[config.mk]
export PLATFORM = sky130hd
export DESIGN_NAME = uart_prog_loader
export DESIGN_NICKNAME = d
export VERILOG_FILES = /design/src/rtl/uart_prog_loader.sv
export SDC_FILE = /design/constraint.sdc
export NUM_CORES = 1
export LEC_CHECK = 0
export ABC_AREA = 1
export BUFFER_PORTS_ARGS = -buffer_cell sky130_fd_sc_hd__buf_4
export CAP_MARGIN = 20
export CORE_MARGIN = 4
export CORE_UTILIZATION = 45
export CTS_CLUSTER_SIZE = 40
export DETAILED_ROUTE_END_ITERATION = 12
export GPL_ROUTABILITY_DRIVEN = 1
export PLACE_DENSITY = 0.7
export SLEW_MARGIN = 20
export SYNTH_ARGS = -nofsm -noshare
export SYNTH_HDL_FRONTEND = slang
export SYNTH_SLANG_ARGS = --single-unit
[constraint.sdc]
create_clock -name clk_i -period 2.99 [get_ports clk_i]
set_input_delay 0.1495 -clock clk_i [delete_from_list [all_inputs] [get_ports clk_i]]
set_output_delay 0.1495 -clock clk_i [all_outputs]
set_load 0.1 [all_outputs]
[src/rtl/uart_prog_loader.sv]
// UART 8N1 receiver feeding little-endian 32-bit words into instruction memory.
// Ends the load after a line-idle timeout, flushing any partial word zero-padded.
module uart_prog_loader #(
  parameter int CLKS_PER_BIT = 87,
  parameter int ADDR_W       = 12,
  parameter int IDLE_TIMEOUT = 20 * 87
) (
  input  logic              clk_i,
  input  logic              rst_i,
  input  logic              rx_i,
  output logic              mem_valid_o,
  input  logic              mem_ready_i,
  output logic [ADDR_W-1:0] mem_addr_o,
  output logic [31:0]       mem_wdata_o,
  output logic [ADDR_W:0]   word_count_o,
  output logic              load_done_o,
  output logic              frame_err_o,
  output logic              overrun_o
);

  localparam int CW = $clog2(CLKS_PER_BIT);
  localparam int TW = $clog2(IDLE_TIMEOUT + 1);
  localparam logic [CW-1:0] HALF = CW'(CLKS_PER_BIT / 2);
  localparam logic [CW-1:0] LAST = CW'(CLKS_PER_BIT - 1);
  localparam logic [TW-1:0] TMO  = TW'(IDLE_TIMEOUT);
  localparam logic [ADDR_W:0] CMAX = {1'b1, {ADDR_W{1'b0}}};

  typedef enum logic [2:0] {IDLE, START, DATA, STOP, BRK} state_t;

  state_t            state, state_n;
  logic              rx_m, rx_s;
  logic [CW-1:0]     cnt, cnt_n;
  logic [2:0]        idx, idx_n;
  logic [7:0]        shreg, shreg_n;
  logic              byte_v, ferr;

  logic [1:0]        bsel;
  logic [23:0]       wbuf;
  logic              seen;
  logic [TW-1:0]     timer;
  logic [ADDR_W-1:0] addr;
  logic              byte_ok, accept, busy, timeout, flush, word_rdy;
  logic [31:0]       word;

  always_ff @(posedge clk_i) begin
    if (rst_i) begin
      rx_m  <= 1'b1;
      rx_s  <= 1'b1;
      state <= IDLE;
      cnt   <= '0;
      idx   <= '0;
      shreg <= '0;
    end else begin
      rx_m  <= rx_i;
      rx_s  <= rx_m;
      state <= state_n;
      cnt   <= cnt_n;
      idx   <= idx_n;
      shreg <= shreg_n;
    end
  end

  always_comb begin
    state_n = state;
    cnt_n   = cnt + 1'b1;
    idx_n   = idx;
    shreg_n = shreg;
    byte_v  = 1'b0;
    ferr    = 1'b0;
    unique case (state)
      IDLE: begin
        cnt_n = '0;
        if (!rx_s) state_n = START;
      end
      START: if (cnt == HALF) begin
        cnt_n   = '0;
        idx_n   = '0;
        state_n = rx_s ? IDLE : DATA;
      end
      DATA: if (cnt == LAST) begin
        cnt_n   = '0;
        shreg_n = {rx_s, shreg[7:1]};
        idx_n   = idx + 3'd1;
        if (idx == 3'd7) state_n = STOP;
      end
      STOP: if (cnt == LAST) begin
        cnt_n = '0;
        if (rx_s) begin
          byte_v  = 1'b1;
          state_n = IDLE;
        end else begin
          ferr    = 1'b1;
          state_n = BRK;
        end
      end
      BRK: begin
        cnt_n = '0;
        if (rx_s) state_n = IDLE;
      end
      default: state_n = IDLE;
    endcase
  end

  // A write retiring this cycle frees the slot for a word completing now.
  assign byte_ok  = byte_v && !load_done_o;
  assign accept   = mem_valid_o && mem_ready_i;
  assign busy     = mem_valid_o && !mem_ready_i;
  assign timeout  = (timer == TMO);
  assign flush    = timeout && (bsel != 2'd0);
  assign word_rdy = (byte_ok && bsel == 2'd3) || flush;
  assign word     = byte_ok ? {shreg, wbuf} : {8'h00, wbuf};
  assign mem_addr_o = addr;

  always_ff @(posedge clk_i) begin
    if (rst_i) begin
      mem_valid_o  <= 1'b0;
      mem_wdata_o  <= '0;
      word_count_o <= '0;
      load_done_o  <= 1'b0;
      frame_err_o  <= 1'b0;
      overrun_o    <= 1'b0;
      addr         <= '0;
      bsel         <= '0;
      wbuf         <= '0;
      seen         <= 1'b0;
      timer        <= '0;
    end else begin
      frame_err_o <= ferr && !load_done_o;
      if (accept) begin
        mem_valid_o <= 1'b0;
        addr        <= addr + 1'b1;
        if (word_count_o != CMAX) word_count_o <= word_count_o + 1'b1;
      end
      if (byte_ok) begin
        seen  <= 1'b1;
        timer <= '0;
        unique case (bsel)
          2'd0:    wbuf[7:0]   <= shreg;
          2'd1:    wbuf[15:8]  <= shreg;
          2'd2:    wbuf[23:16] <= shreg;
          default: ;
        endcase
        if (bsel != 2'd3) bsel <= bsel + 2'd1;
      end else if (seen && state == IDLE && !timeout && !load_done_o) begin
        timer <= timer + 1'b1;
      end
      if (word_rdy) begin
        bsel <= '0;
        wbuf <= '0;
        if (busy) begin
          overrun_o <= 1'b1;
        end else begin
          mem_valid_o <= 1'b1;
          mem_wdata_o <= word;
        end
      end
      if (timeout && bsel == 2'd0 && !mem_valid_o) load_done_o <= 1'b1;
    end
  end

endmodule

* Word-level counts from Yosys, hierarchy flattened
Index checks and enable logic that the tools add are counted.
** Operators by class
- Multiplexer cells :: 25
- Eq/ne operators :: 19
- Add/subtract/negate cells :: 6
- Reduce and logical (&&, ||, !) cells :: 34
- Bitwise logic cells :: 1
** Operators by type and width (count)
- $mux 32 :: 1
- $mux 3 :: 9
- $pmux 7 s3 :: 1
- $reduce_and 2->1 :: 8
- $pmux 3 s5 :: 1
- $mux 7 :: 2
- $ne 2x2->1 const B :: 7
- $add 13x1->13 const B :: 1
- $ne 13x13->1 const B :: 1
- $add 12x1->12 const B :: 1
- $add 11x1->11 const B :: 1
- $eq 11x11->1 const B :: 1
- $logic_and 1x1->1 :: 11
- $mux 1 :: 9
- $reduce_or 2->1 :: 4
- $add 7x1->7 const B :: 1
- $eq 7x6->1 const B :: 1
- $eq 7x7->1 const B :: 1
- $eq 3x2->1 const B :: 2
- $eq 3x3->1 const B :: 2
- $pmux 3 s2 :: 1
- $reduce_and 6->1 :: 1
- $eq 2x2->1 const B :: 2
- $logic_not 1->1 :: 4
- 11 further kinds :: 12
** Storage, ports and cells
- Input bits :: 4
- Bits in registers :: 122
- Output and inout port bits :: 61

* Logic depth before layout (Yosys ltp)
Gate-level depths: netlist of the first run.
- Word-level depth :: 7
- Gate-level depth with buffers :: 11
- Gate-level depth less buffers :: 10

* Worst setup path before layout of the first run
Ideal clock, no wire load.
- Kind :: reg-to-reg
- Start point :: register word_count_o[0]
- End point :: register word_count_o[6]
- Setup slack :: 807 ps
- Cell stages (with the launch flop) :: 9
- Data required time :: 2920 ps
- Period minus slack after synthesis :: 2183 ps
- Arrival time :: 2112 ps
- Cell sequence :: dfxtp_1 -> ha_1 -> nand2_1 -> nor2_1 -> inv_1 -> nor2_1 -> xor2_1 -> nand2_1 -> a21oi_1
** Between the ends
- Cells in the longest elaborated chain, start to end :: 2
** RTL lines
- start: declaration :: RTL line 15 : output logic [ADDR_W:0] word_count_o,
- start signal: assignment :: RTL line 132 : if (word_count_o != CMAX) word_count_o <= word_count_o + 1'b1;
- branches (longest 2 deep; another with $add 13x1->13)
Parallel ways; which one is timed is not known.
A chain may end at the register's enable or synchronous reset.

* Worst setup path after layout of the first run
- Start point :: register timer[0]
- End point :: register timer[7]
** Between the ends
- Cells in the longest elaborated chain, start to end :: 4
** RTL lines
- start: declaration :: RTL line 40 : logic [TW-1:0] timer;
- start signal: assignment :: RTL line 145 : timer <= timer + 1'b1;
- branches (longest 4 deep; another with $add 11x1->11)
Parallel ways; which one is timed is not known.

==> run metrics, run 1 <==
setup violators final=0; Endpoint, Worst Hold=mem_addr_o[11]; Final Util=0.561; routed len/inst=12.1 um; dpl hpwl=8380 um; crit path launch type=flop; worst-path cell chain=inv_1 > ha_1 > nand2_1 > nor2_1 > nand3_1 > nand2_1 > clkinv_1 > nand3b_1 > a21oi_1; Sw Share=0.248; initial core utilization=0.466; Req. time, crit path=3.28 ns; ANT nets after route=0; largest net degree at the start of global routing=60; Max VDD drop=0.290 mV; Critical R2R Capture=timer[7]; Reg2Reg Depth=9; clk root buf=clkbuf_16; routability cong.=0.852; post-route DRC violation count=0; drt pass-1 iters=5; measured slew at the worst slew-check pin=0.644 ns; Avg Cell Area, Syn=7.23 um^2; critical path class=reg2reg; Synth warnings=0; via count=4,985; share of the synthesized area in the top cell type=0.429; Clock Path Buffers=2; skew final=0.00576 ns; register area share after synthesis=0.429; RSZ-0062 raised after global routing=false; via count normalized by instance count=4.86; All-Layer GR Usage=0.181; arrival time worst endpoint=2.33 ns; Placed Instances=993; setup tns final=0 ns; clk slew on worst S/H paths=0.06 ns; Crit path top cell by count=nand2_1; Max Slew Vio Count=0; Nets=862; sequential power share=0.422; pre-CTS setup slack=0.976 ns; fin cells=1,026; drt total wl=12,500 um; commonest non-fill, non-tap cells in the layout=nand2_1 (169), nor2_1 (125), dfxtp_1 (122); max_slew headroom=0.570; Logic pwr share=0.070; crit path max fanout=11; synthesis-to-finish area growth=20.4%; clk_lat worst skew=0.41 ns; Clk network pwr share=0.508; initial antenna violation count=0; Pwr Total=4.01 mW; # diodes=0; dominant cells by area after synthesis=dfxtp_1 (43%), nand2_1 (11%), nor2_1 (8.2%); setup ws final=0.953 ns; maxcap violations=0; vias in the first global route=4,630; Die Ht=120 um; Hold Crit Depth=2; status=completed; Final Hold Viols=0; Worst Hold Class=in2reg; NetSw=0.993 mW; Worst setup EP type=flop; Distinct cells, synth=28; clk sinks=122; Post-Synthesis Cells=787; Row Count=40; commonest non-fill, non-tap cell in the layout=nand2_1; Synth area leader=dfxtp_1; count of state elements after synthesis=122; synthesized cell area=0.00569 mm^2; CTS tree=done; die area=0.0145 mm^2; DRC marker count from the first detailed-route iteration=353; crit path max-delay cell type=dfxtp_1; hold path start=rst_i; reg-to-reg slack, setup=0.95 ns; Int Power=3.01 mW; global-route wire length before repair=21,600 um; Tmin final=2.04 ns; width of the die=120 um; Port-buffer cells=64; CTS buffer count=17; Top Ports=65; crit-path max cell delay=0.36 ns; post-synth net total=804; Pwr Density=585 mW/mm^2; CTS H-tree lvls=4; final worst-path cycle share=0.681; FMAX=0.491 GHz; gr ovfl total=0; r2r startpoint=timer[0]; layout cell share with drive strength beyond 1=0.139; area of the core=0.0122 mm^2; P_leak=2.78 nW
-- metal layers --
layer | part of all wire | global-route usage | wire length (um) | vias to the layer above
li1 | - | - | - | 2651
met1 | 0.51 | 0.250 | 6360 | 2212
met2 | 0.43 | 0.273 | 5360 | 111
met3 | 0.048 | 0.0444 | 595 | 11
met4 | 0.012 | 0.0694 | 147 | 0
met5 | 0 | 0 | 0 | -
-- repair_timing --
action / in CTS / in global routing
setup endpoints to repair: 0 / 0
hold buffers: 1 / 0
hold endpoints to repair: 1 / 0
buffers inserted: 0 / 0
resized for setup: 0 / 0
-- sequential cells by signal (all words and copies together) (netlist names) --
name and count:
seen 1, rx_m 1, mem_valid_o 1, timer 11, load_done_o 1, mem_addr_o 12, shreg 8, mem_wdata_o 32
word_count_o 13, overrun_o 1, bsel 2, idx 3, wbuf 24, rx_s 1, frame_err_o 1, cnt 7
state 3
-- logic make-up (layout without fill, tap and decap cells) --
family	after synthesis	count (layout)	synth area share
AO/OA/AOI/OAI	127	127	0.112
XOR/XNOR	17	17	0.0262
flip-flops	122	122	0.429
adder cells (fa/ha/maj)	13	13	0.0286
AND/OR/NAND/NOR	397	397	0.321
buffers and inverters	111	182	0.0835
-- per-stage QoR --
step / hold WS, ns / area (um^2)
floorplan: 0.253 / 5690
finish: 0.112 / 6850
CTS: 0.0978 / 6850
global placement: 0.351 / 6250
global route: 0.122 / 6850
detailed placement: 0.352 / 6250
-- worst max path at each step --
stage                     from              end
6_report              timer[0]         timer[7]
5_1_grt               timer[0]         timer[2]
4_1_cts               timer[0]         timer[7]
3_5_place_dp          timer[0]         timer[7]
3_3_place_gp            cnt[0]  mem_wdata_o[25]
2_1_floorplan  word_count_o[0]  word_count_o[6]
-- synthesized netlist by cell type --
library cell  number
nand2_8            1
xor2_1            15
nor2_8             4
nor2_4             1
or2_2              2
nand4_1           13
xnor2_1            2
clkbuf_1          11
o21ai_1           26
o211ai_1           1
ha_1              13
buf_1              3
clkinv_1           2
buf_2             11
inv_1             75
o21ai_0           23
inv_2              3
nand2_1          169
nor3_1            10
a21oi_1           77
nand3_1           38
nand3_2            2
nor2_1           125
nand2_2            3
nand3_4            2
nand3b_1          27
buf_6              6
dfxtp_1          122
-- power by group through the flow --
stage	logic (mW)	clock network, mW	registers, mW
4_1_cts	0.281	2.07	1.69
6_report	0.282	2.03	1.69
5_1_grt	0.328	2.15	1.69
2_1_floorplan	0.229	0	1.72
3_3_place_gp	0.278	0	1.72
3_5_place_dp	0.280	0	1.72
-- worst max-delay path: cells and delay by family (launching register included) --
kind	cells	cell delay (ns)
and+or+nand+nor	5	0.88
buffers and inverters	2	0.46
DFF	1	0.36
adders and majority gates	1	0.15
AOI/OAI and AO/OA	1	0.08
-- area by class of cell --
| cell class | count | area [um^2] |
|---|---|---|
| clock buffer | 19 | 453 |
| clock inverter | 13 | 144 |
| fill | 1186 | 5360 |
| inverter | 80 | 300 |
| multi-input combinational | 554 | 2780 |
| sequential | 122 | 2440 |
| tap | 168 | 210 |
| timing repair buffer | 70 | 528 |
Note: power is estimated with default switching activity, not from simulation.
==> inputs of run 2 (changes only) <==
--- a/config.mk
+++ b/config.mk
@@ -5,7 +5,7 @@
 export SDC_FILE = /design/constraint.sdc
 export NUM_CORES = 1
 export LEC_CHECK = 0
-export ABC_AREA = 1
+export ABC_AREA = 0
 export BUFFER_PORTS_ARGS = -buffer_cell sky130_fd_sc_hd__buf_4
 export CAP_MARGIN = 20
 export CORE_MARGIN = 4
==> constraint.sdc (replaced) <==
create_clock -name clk_i -period 2 [get_ports clk_i]
set_input_delay 0.1 -clock clk_i [delete_from_list [all_inputs] [get_ports clk_i]]
set_output_delay 0.1 -clock clk_i [all_outputs]
set_load 0.1 [all_outputs]
==> run 2 against run 1 <==
  * Register-to-register slack worse by 0.90 ns
  * Critical path depth is 2 lower
  * Clock skew up 0.0041 ns
  * Combinational power shrank 66%
  * Sequential power grew 44%
  * Hold slack better by 0.30 ns
  * Sequential share of layout area rose by 0.39 points
  * Final cell count fell by 17%
  * Total power grew 35%
  * Global-route usage rose by 0.66 points
  * Maximum frequency is 4.5% higher
  * Critical path type unchanged
  * Largest cell class unchanged
==> run metrics, run 2 <==
area of the core=0.0115 mm^2; setup violators final=0; Port-buffer cells=64; initial core utilization=0.465; Worst Hold Class=reg2reg; All-Layer GR Usage=0.188; critical path class=reg2reg; # diodes=0; Max VDD drop=0.386 mV; Int Power=4.27 mW; Distinct cells, synth=55; Synth area leader=dfxtp_1; Synth top cells by count=dfxtp_1 (122), nand2_1 (87), nand3_1 (60); dominant cells by area after synthesis=dfxtp_1 (46%), mux2i_1 (6.5%), nand2_1 (6.1%); WHS=0.409 ns; routed len/inst=15.0 um; Worst setup EP type=flop; crit path launch type=flop; clk root buf=clkbuf_16; Pwr Density=784 mW/mm^2; ANT nets after route=0; Hold Crit Depth=1; FFs w/ async S/R, synth=0; Clk network pwr share=0.532; via count normalized by instance count=5.61; Avg Cell Area, Syn=8.68 um^2; clk_lat worst skew=0.41 ns; via count=4,777; width of the die=117 um; DRC marker count from the first detailed-route iteration=259; maxcap violations=0; CTS buffer count=17; clk sinks=122; layout cell share with drive strength beyond 1=0.236; initial antenna violation count=0; post-synth net total=634; routability cong.=0.845; skew final=0.00989 ns; crit path max fanout=10; commonest non-fill, non-tap cell in the layout=dfxtp_1; Nets=714; clk slew on worst S/H paths=0.05 ns; synthesis-to-finish area growth=28.5%; P_leak=2.45 nW; share of the synthesized area in the top cell type=0.456; global-route wire length before repair=20,600 um; dpl hpwl=8380 um; Final Util=0.598; drt total wl=12,800 um; Post-Synthesis Cells=617; status=completed; setup ws final=0.0511 ns; register area share after synthesis=0.456; post-route DRC violation count=0; top-count cell post-synth=dfxtp_1; Most used DFF post-synth=dfxtp_1; max reg flops=32; Req. time, crit path=2.34 ns; Clock Path Buffers=2; Max Slew Vio Count=0; drt pass-1 iters=4; FMAX=0.513 GHz; final worst-path cycle share=0.974; Synth warnings=0; Sw Share=0.209; arrival time worst endpoint=2.29 ns; Final Hold Viols=0; Reg2Reg Depth=7; count of state elements after synthesis=122; gr ovfl total=0; Row Count=39; pre-CTS setup slack=-0.0986 ns; NetSw=1.13 mW; CTS H-tree lvls=4; synthesized cell area=0.00536 mm^2; Die Ht=117 um; largest net degree at the start of global routing=50; Pwr Total=5.40 mW; CTS tree=done; Top Ports=65; sequential power share=0.451; vias in the first global route=4,558; register with the most flip-flops=mem_wdata_o; RSZ-0062 raised after global routing=true; Logic pwr share=0.018; Tmin final=1.95 ns; commonest non-fill, non-tap cells in the layout=dfxtp_1 (102), nand2_1 (87), buf_4 (85); number of synthesized flops with an enable pin=0; max_slew headroom=0.452; measured slew at the worst slew-check pin=0.817 ns; die area=0.0137 mm^2; Top Registers=mem_wdata_o x32, wbuf x24, word_count_o x13
[run 2: cell count changes after synthesis, moves of 11 or more]
cell	before	now
nor2_1	125	35
inv_1	75	15
mux2i_1	0	35
nand3b_1	27	1
o21ai_1	26	0
nand3_1	38	60
o21ai_0	23	35
or3_1	0	11
nand2_1	169	87
a21oi_1	77	54
clkbuf_1	11	26
[run 2: kinds of logic (layout without fill, tap and decap cells)]
group / count (synthesis) / in the layout / share of synthesized area
simple gates: 258 / 258 / 0.246
flops: 122 / 122 / 0.456
compound gates: 111 / 111 / 0.116
buf+inv: 53 / 144 / 0.0439
mux: 38 / 38 / 0.0717
xor+xnor: 22 / 22 / 0.0360
fa+ha+maj: 13 / 13 / 0.0304
[run 2: final cells by class]
type	instances	area [um^2]
Fill cell	1005	4630
Multi-Input combinational cell	442	2730
Sequential cell	122	2480
Timing Repair Buffer	98	872
Clock buffer	18	429
Tap cell	143	179
Clock inverter	12	129
Inverter	16	60.1
[run 2: worst max-delay path, cell delays in order, from the launching register on]
cell,delay (ns)
dfxtp_4,0.37
inv_1,0.06
ha_1,0.22
or4_4,0.57
a21oi_4,0.16
buf_12,0.15
buf_12,0.14
mux2i_1,0.19
[run 2: routing by layer]
metal	track usage	part of all wire
met5	0	0
met4	0.0642	0.019
met3	0.0530	0.044
met2	0.319	0.50
met1	0.229	0.44
[run 2: stage by stage]
step	cell area [um^2]	cells	setup TNS, ns
CTS	6780	846	0
global placement	6130	811	0
detailed placement	6130	811	-1.49
global route	6880	851	-0.0550
floorplan	5380	617	-0.197
finish	6880	851	0
[run 2: final timing paths]
kind / from / to / slack [ns]
setup / recovery: bsel[0] / mem_wdata_o[8] / 0.05
hold / removal: rx_m / rx_s / 0.41
setup reg to reg: bsel[0] / mem_wdata_o[8] / 0.05
hold reg to reg: rx_m / rx_s / 0.41
[run 2: power by group through the flow]
stage          sequential, mW  combinational [mW]  clock [mW]
6_report                 2.43              0.0962        2.87
5_1_grt                  2.43               0.105        3.03
4_1_cts                  2.43              0.0949        2.92
3_5_place_dp             2.49              0.0899           0
3_3_place_gp             2.49              0.0874           0
2_1_floorplan            2.49              0.0580           0
[run 2: repair_timing]
action | in CTS | in global routing
endpoints found under the hold margin | 9 | 0
gates cloned | 1 | 1
setup endpoints to repair | 34 | 34
resized for setup | 5 | 18
hold buffers | 3 | 0
setup buffers | 1 | 4
pin swaps | 1 | 5
